[src/rtl/c880_chk_pkg.sv]
// Shared types and constants for the c880 response checking flow.
// Also used by the stimulus side, which compacts the 60-bit c880 inputs.
package c880_chk_pkg;

    localparam int unsigned C880_OUT_WIDTH = 26;
    localparam int unsigned C880_IN_WIDTH  = 60;

    // x^26 + x^6 + x^2 + x + 1
    localparam logic [C880_OUT_WIDTH-1:0] C880_MISR_POLY = 26'h0000047;

    typedef enum logic [1:0] {
        IDLE = 2'd0,
        RUN  = 2'd1,
        DONE = 2'd2
    } chk_state_e;

endpackage : c880_chk_pkg

[src/rtl/c880_misr.sv]
// Multiple-input signature register.
// Shift left, feed back the taps when the MSB falls out, then fold in din.
module c880_misr
    import c880_chk_pkg::*;
#(
    parameter int unsigned             OUT_WIDTH = C880_OUT_WIDTH,
    parameter logic [OUT_WIDTH-1:0]    POLY      = OUT_WIDTH'(C880_MISR_POLY),
    parameter logic [OUT_WIDTH-1:0]    SEED      = '0
) (
    input  logic                 clk,
    input  logic                 rst,
    input  logic                 load,
    input  logic                 en,
    input  logic [OUT_WIDTH-1:0] din,
    output logic [OUT_WIDTH-1:0] sig
);

    logic [OUT_WIDTH-1:0] fb;
    logic [OUT_WIDTH-1:0] sig_next;

    always_comb begin
        fb       = sig[OUT_WIDTH-1] ? POLY : '0;
        sig_next = {sig[OUT_WIDTH-2:0], 1'b0} ^ fb ^ din;
    end

    // load takes priority over a compaction step in the same cycle
    always_ff @(posedge clk) begin
        if (rst) begin
            sig <= SEED;
        end else if (load) begin
            sig <= SEED;
        end else if (en) begin
            sig <= sig_next;
        end
    end

endmodule : c880_misr

[config.mk]
export PLATFORM = sky130hd
export DESIGN_NAME = c880_misr
export DESIGN_NICKNAME = d
export VERILOG_FILES = /design/src/rtl/c880_chk_pkg.sv /design/src/rtl/c880_misr.sv
export SDC_FILE = /design/constraint.sdc
export NUM_CORES = 1
export LEC_CHECK = 0
export CELL_PAD_IN_SITES_DETAIL_PLACEMENT = 1
export CELL_PAD_IN_SITES_GLOBAL_PLACEMENT = 1
export CORE_ASPECT_RATIO = 1.2
export CORE_MARGIN = 3
export CORE_UTILIZATION = 32
export CTS_BUF_LIST = sky130_fd_sc_hd__clkbuf_4 sky130_fd_sc_hd__clkbuf_8
export DETAILED_ROUTE_END_ITERATION = 16
export PLACE_DENSITY = 0.86
export SLEW_MARGIN = 20
export SYNTH_ARGS = -nofsm -noshare
export SYNTH_HDL_FRONTEND = slang
export SYNTH_SLANG_ARGS = --single-unit
[constraint.sdc]
create_clock -name clk -period 0.97 [get_ports clk]
set_input_delay 0.194 -clock clk [delete_from_list [all_inputs] [get_ports clk]]
set_output_delay 0.194 -clock clk [all_outputs]
set_load 0.05 [all_outputs]
==> impl_metrics.tcl, run 1 <==
set metrics [dict create \
    totalWireLength_mm 5.89 \
    power_frac_seq_pct 39.9 \
    netlist.area_leader.share_pct 40.7 \
    crit_type "register to output pin" \
    grt_start_max_net_pins 50 \
    fin_crit_ns 1.11 \
    rows 24 \
    dp_cells 223 \
    core_um2 3750 \
    hold_viol_final 0 \
    drtIter0Drc 52 \
    drc 0 \
    violations "negative setup slack" \
    grt_pass1_wl_mm 7.93 \
    ys_top_cells_by_count "26 x dfxtp_1, 26 x xnor2_1, 23 x nor2_1" \
    clock_path_buffers 2 \
    multi_input_area_um2 778 \
    dpl_worst_slack_ns -0.416 \
    vdd_ir_drop_max_v 0.000755 \
    hpwl_mm 2.85 \
    postCtsHoldBufs 0 \
    crit_path_start_kind "register" \
    synthesis.instances 118 \
    crit_fanout 3 \
    finalClockSkew_ns 0.00286 \
    cp.arrival_ns 0.92 \
    fmax_ghz 0.899 \
    htreeDepth 1 \
    worst_pin_slew_ns 0.349 \
    io_buffers 55 \
    globalplace.congestion 0.697 \
    clk_latency_ns 0.27 \
    ant_nets 0 \
    fin_crit_sh_pct 115 \
    p_clk_share_pct 25.2 \
    p_sw_mw 0.917 \
    cp_num_buf_inv 2 \
    cts.sinks 26 \
    worstPathRequired_ns 0.78 \
    cp_slowest_cell "dfxtp_4" \
    wl_per_cell_um 23.5 \
    synthArstFlopShare_pct 0 \
    synth_top_area_cell "dfxtp_1" \
    fill_cells 353 \
    drive_gt1_share_pct 60.8 \
    synth_seq_cells 26 \
    top_regs "sig: 26 flops" \
    internal_power_mw 1.96 \
    synthTopCellsByArea "dfxtp_1 41%, a211oi_2 20%, xnor2_1 18%" \
    syn_nets 148 \
    overflow 0 \
    cellLeakagePower_nw 0.978 \
    die-area_um2 4800 \
    synth.yosys.warnings 0 \
    yosysSeqAreaShare_pct 40.7 \
    cts_tree "done" \
    antenna_found_initial 0 \
    ys.flop_type "dfxtp_1" \
    regMostFlops "sig" \
    first_pass_iters 4 \
    clk_pin_slew_worst_paths_ns 0.09 \
    numCtsBuffers 3 \
    grt_use_total_pct 22.6 \
    grt_pass1_vias 1366 \
    die_w_um 63.7 \
    finish.utilization_pct 69.2 \
    cp_top_family "flip-flops" \
    vias_per_cell 4.80 \
    max_stage_delay_ns 0.37 \
    crit_chain "buf_6 > buf_12" \
    die_h_um 75.3 \
    synth-edff-count 0 \
    cap_violations 0 \
    num_vias 1205 \
    p_per_area_nw_per_um2 1110 \
    initial_core_util_pct 34.1 \
    avgSynthCellArea_um2 10.8 \
    status "finished with violations" \
    setup_ws_ns -0.143 \
    relSlewSlack_pct 76.7 \
    synthToLayoutAreaGrowth_pct 103 \
    worstHoldPathType "input port to register" \
    final_max_slew_viol_count 0 \
    rsz0062_at_grt "true" \
    end_kind "output pin" \
    swShare_pct 31.9 \
    setup_violations 35 \
    fin_cells 251 \
    syn_area_um2 1280 \
    largest_reg_flops 26 \
    ff_latch_area_um2 616 \
    ios 56 \
    synth_cell_types 15 \
    design_area_um2 2600 \
    combPwrFrac_pct 34.9 \
    nNetsFinal 230 \
    cts_root_buf "clkbuf_8" \
    place_area_um2 2170 \
    n_antenna_cell 0 \
]
[area by class of cell]
type | count | area share, %
Tap cell | 52 | 2.50
Sequential cell | 26 | 23.7
Timing Repair Buffer | 85 | 41.7
Multi-Input combinational cell | 84 | 29.9
Clock buffer | 4 | 2.12
[layout by cell type (no fill, tap or decap), drive strengths merged]
| cell type | count |
|---|---|
| nand2b | 3 |
| nor2 | 23 |
| clkbuf | 5 |
| nor4b | 1 |
| and4bb | 1 |
| xnor2 | 26 |
| buf | 56 |
| clkdlybuf4s50 | 24 |
| a211oi | 23 |
| o21ai | 3 |
| mux2i | 3 |
| dlygate4sd2 | 3 |
| clkdlybuf4s15 | 1 |
| dfxtp | 26 |
| or2 | 1 |
[worst paths after layout]
path,start,endpoint,slack [ns],cells past startpoint
worst min register to register,sig[8],sig[8],0.60,2
worst max-delay path,sig[25],sig[25],-0.14,2
worst min-delay path,en,sig[2],0.47,4
worst max register to register,sig[25],sig[1],-0.11,3
[kinds of logic after synthesis]
| group | count (synthesis) | synth area share (%) |
|---|---|---|
| AND/OR/NAND/NOR | 29 | 10.9 |
| AO/OA/AOI/OAI | 26 | 22.5 |
| XOR/XNOR | 26 | 17.8 |
| flip-flops | 26 | 40.7 |
| buffers and inverters | 8 | 5.86 |
| multiplexers | 3 | 2.35 |
[stage by stage]
stage	setup TNS [ns]	hold slack, ns	power [mW]
CTS	-0.564	0.440	2.74
detailed placement	-9.78	0.536	2.04
floorplan	-1.14	0.363	1.62
global route	-1.78	0.493	2.96
global placement	-8.96	0.492	2.00
finish	-1.09	0.471	2.88
[metal layers]
layer / vias to the layer above / global-route usage, % / wire length, µm
met3: 6 / 5.52 / 365
met2: 44 / 44.3 / 3160
li1: 568 / - / -
met1: 587 / 23.8 / 2290
met4: 0 / 7.19 / 75
met5: - / 0 / 0
[power by group through the flow]
| stage | clock network, mW | logic [mW] | registers, mW |
|---|---|---|---|
| floorplan | 0 | 0.265 | 1.36 |
| global placement | 0 | 0.794 | 1.21 |
| detailed placement | 0 | 0.822 | 1.21 |
| CTS | 0.693 | 0.908 | 1.14 |
| global route | 0.761 | 1.05 | 1.15 |
| finish | 0.725 | 1.01 | 1.15 |
[worst reg2reg max path: stages (launching register included)]
cell	delay, ns
dfxtp_4	0.37
nor4b_4	0.34
mux2i_1	0.17
o21ai_1	0.13
[repair_timing]
action	CTS	global route
buffers inserted	20	3
endpoints found under the setup margin	52	42
pin swaps	1	9
gates cloned	0	1
gates resized for setup	44	14
Power figures use the tool's default switching activity.
==> inputs of run 2 (changes only) <==
PLACE_DENSITY = 0.9   (was 0.86)
==> run 2 against run 1 <==
  * The run still ends with negative setup slack left
  * Clock skew rose by 0.0069 ns
  * Clock-buffer cell count did not move
  * Sequential power barely moved
  * Cell area rose by 1.3%
  * Via count rose by 4.3%
  * Clock power fell by 9.1%
  * Critical path depth rose by 2
  * Non-clock buffer count rose by 2
  * Wire length fell by 0.20%
  * Critical path type is now input port to register
  * Largest cell class unchanged
  * Largest power group unchanged
==> impl_metrics.tcl, run 2 (same netlist as run 1, synthesis figures left out) <==
set metrics [dict create \
    cellLeakagePower_nw 0.988 \
    r2r_start "sig[25]" \
    final_max_slew_viol_count 0 \
    cp-startpoint "din[2]" \
    crit_path_start_kind "input port" \
    finalClockSkew_ns 0.00977 \
    worst_pin_slew_ns 0.272 \
    fin_crit_sh_pct 114 \
    setup_violations 27 \
    combPwrFrac_pct 36.1 \
    die_h_um 75.3 \
    num_vias 1257 \
    place_area_um2 2190 \
    ant_nets 0 \
    fin_crit_ns 1.11 \
    cp.arrival_ns 1.26 \
    power_frac_seq_pct 40.7 \
    dpl_worst_slack_ns -0.518 \
    final_common_cell "buf_12" \
    drc 0 \
    largest_reg_flops 26 \
    first_pass_iters 4 \
    end_kind "register" \
    die_w_um 63.7 \
    die-area_um2 4800 \
    worstHoldPathType "input port to register" \
    numCtsBuffers 3 \
    min-delay-start "en" \
    nNetsFinal 232 \
    vias_per_cell 4.97 \
    vdd_ir_drop_max_v 0.000962 \
    p_per_area_nw_per_um2 1080 \
    cts_root_buf "clkbuf_8" \
    status "finished with violations" \
    globalplace.congestion 0.712 \
    synthToLayoutAreaGrowth_pct 106 \
    antenna_found_initial 0 \
    clock_path_buffers 2 \
    worstPathRequired_ns 1.12 \
    wl_per_cell_um 23.2 \
    drtIter0Drc 71 \
    fmax_ghz 0.901 \
    top_regs "sig: 26 flops" \
    htreeDepth 1 \
    hold_viol_final 0 \
    p_clk_share_pct 23.3 \
    layout_common_cells "29 x buf_12, 25 x clkdlybuf4s50_1, 25 x dfxtp_4" \
    cts.sinks 26 \
    n_antenna_cell 0 \
    internal_power_mw 1.94 \
    totalWireLength_mm 5.88 \
    grt_start_max_net_pins 29 \
    design_area_um2 2630 \
    cts_tree "done" \
    violations "negative setup slack" \
    io_buffers 55 \
    grt_pass1_wl_mm 7.97 \
    hpwl_mm 3.07 \
    p_sw_mw 0.898 \
    rows 24 \
    overflow 0 \
    grt_use_total_pct 22.2 \
    rsz0062_at_grt "true" \
    core_um2 3750 \
    grt_pass1_vias 1359 \
    crit_type "input port to register" \
    ios 56 \
    clk_pin_slew_worst_paths_ns 0.08 \
    drive_gt1_share_pct 61.2 \
    postCtsHoldBufs 0 \
    setup_ws_ns -0.140 \
    cap_violations 0 \
    initial_core_util_pct 34.1 \
    regMostFlops "sig" \
    clk_latency_ns 0.27 \
    relSlewSlack_pct 81.7 \
    crit_fanout 1 \
    swShare_pct 31.7 \
]
[run 2: changes by cell type in the layout (fill, tap and decap cells not counted), sizes merged]
cell           change
dlymetal6s2s       +1
dlygate4sd2        -2
buf                +3
clkdlybuf4s50      +1
clkbuf             -1
[run 2: timing repair]
item / CTS / global route
resized for setup: 46 / 19
endpoints found under the setup margin: 52 / 38
setup buffers: 22 / 2
pin swaps: 2 / 10
[run 2: metal layers]
layer / wire, µm / vias up / GRT usage (%)
li1: - / 572 / -
met1: 2520 / 625 / 28.0
met2: 3060 / 55 / 40.0
met3: 248 / 5 / 3.13
met4: 55 / 0 / 5.52
met5: 0 / - / 0
[run 2: worst paths after layout]
check,slack [ns],cells after the start,endpoint
worst max-delay path,-0.14,4,sig[2]
worst min register to register,0.57,2,sig[2]
worst max register to register,-0.13,3,sig[1]
worst min-delay path,0.44,3,sig[12]
[run 2: worst max-delay path, cell delays in order]
cell             delay, ns
clkdlybuf4s50_1       0.59
xnor2_4               0.15
mux2i_1               0.22
o21ai_1               0.10
[run 2: through the flow]
step / hold slack [ns] / total power, mW / setup TNS [ns] / cells / utilization [%]
6_report: 0.439 / 2.83 / -1.05 / 253 / 70.1
5_1_grt: 0.454 / 2.95 / -1.94 / 253 / 70.1
4_1_cts: 0.382 / 2.74 / -0.869 / 251 / 67.0
3_5_place_dp: 0.520 / 2.04 / -10.89 / 225 / 58.3
3_3_place_gp: 0.495 / 2.01 / -9.04 / 225 / 58.3
2_1_floorplan: 0.363 / 1.62 / -1.14 / 118 / -
[run 2: power groups by stage]
stage               combinational (mW)  clock (mW)  sequential [mW]
global route                      1.06       0.729             1.16
detailed placement               0.828           0             1.21
floorplan                        0.265           0             1.36
global placement                 0.800           0             1.21
finish                            1.02       0.659             1.15
CTS                              0.928       0.671             1.14
[run 2: area by class of cell]
| type | count | area, µm² |
|---|---|---|
| tap | 52 | 65.1 |
| fill | 365 | 1120 |
| multi-input combinational | 84 | 788 |
| clock buffer | 4 | 48.8 |
| sequential | 26 | 616 |
| timing repair buffer | 87 | 1110 |
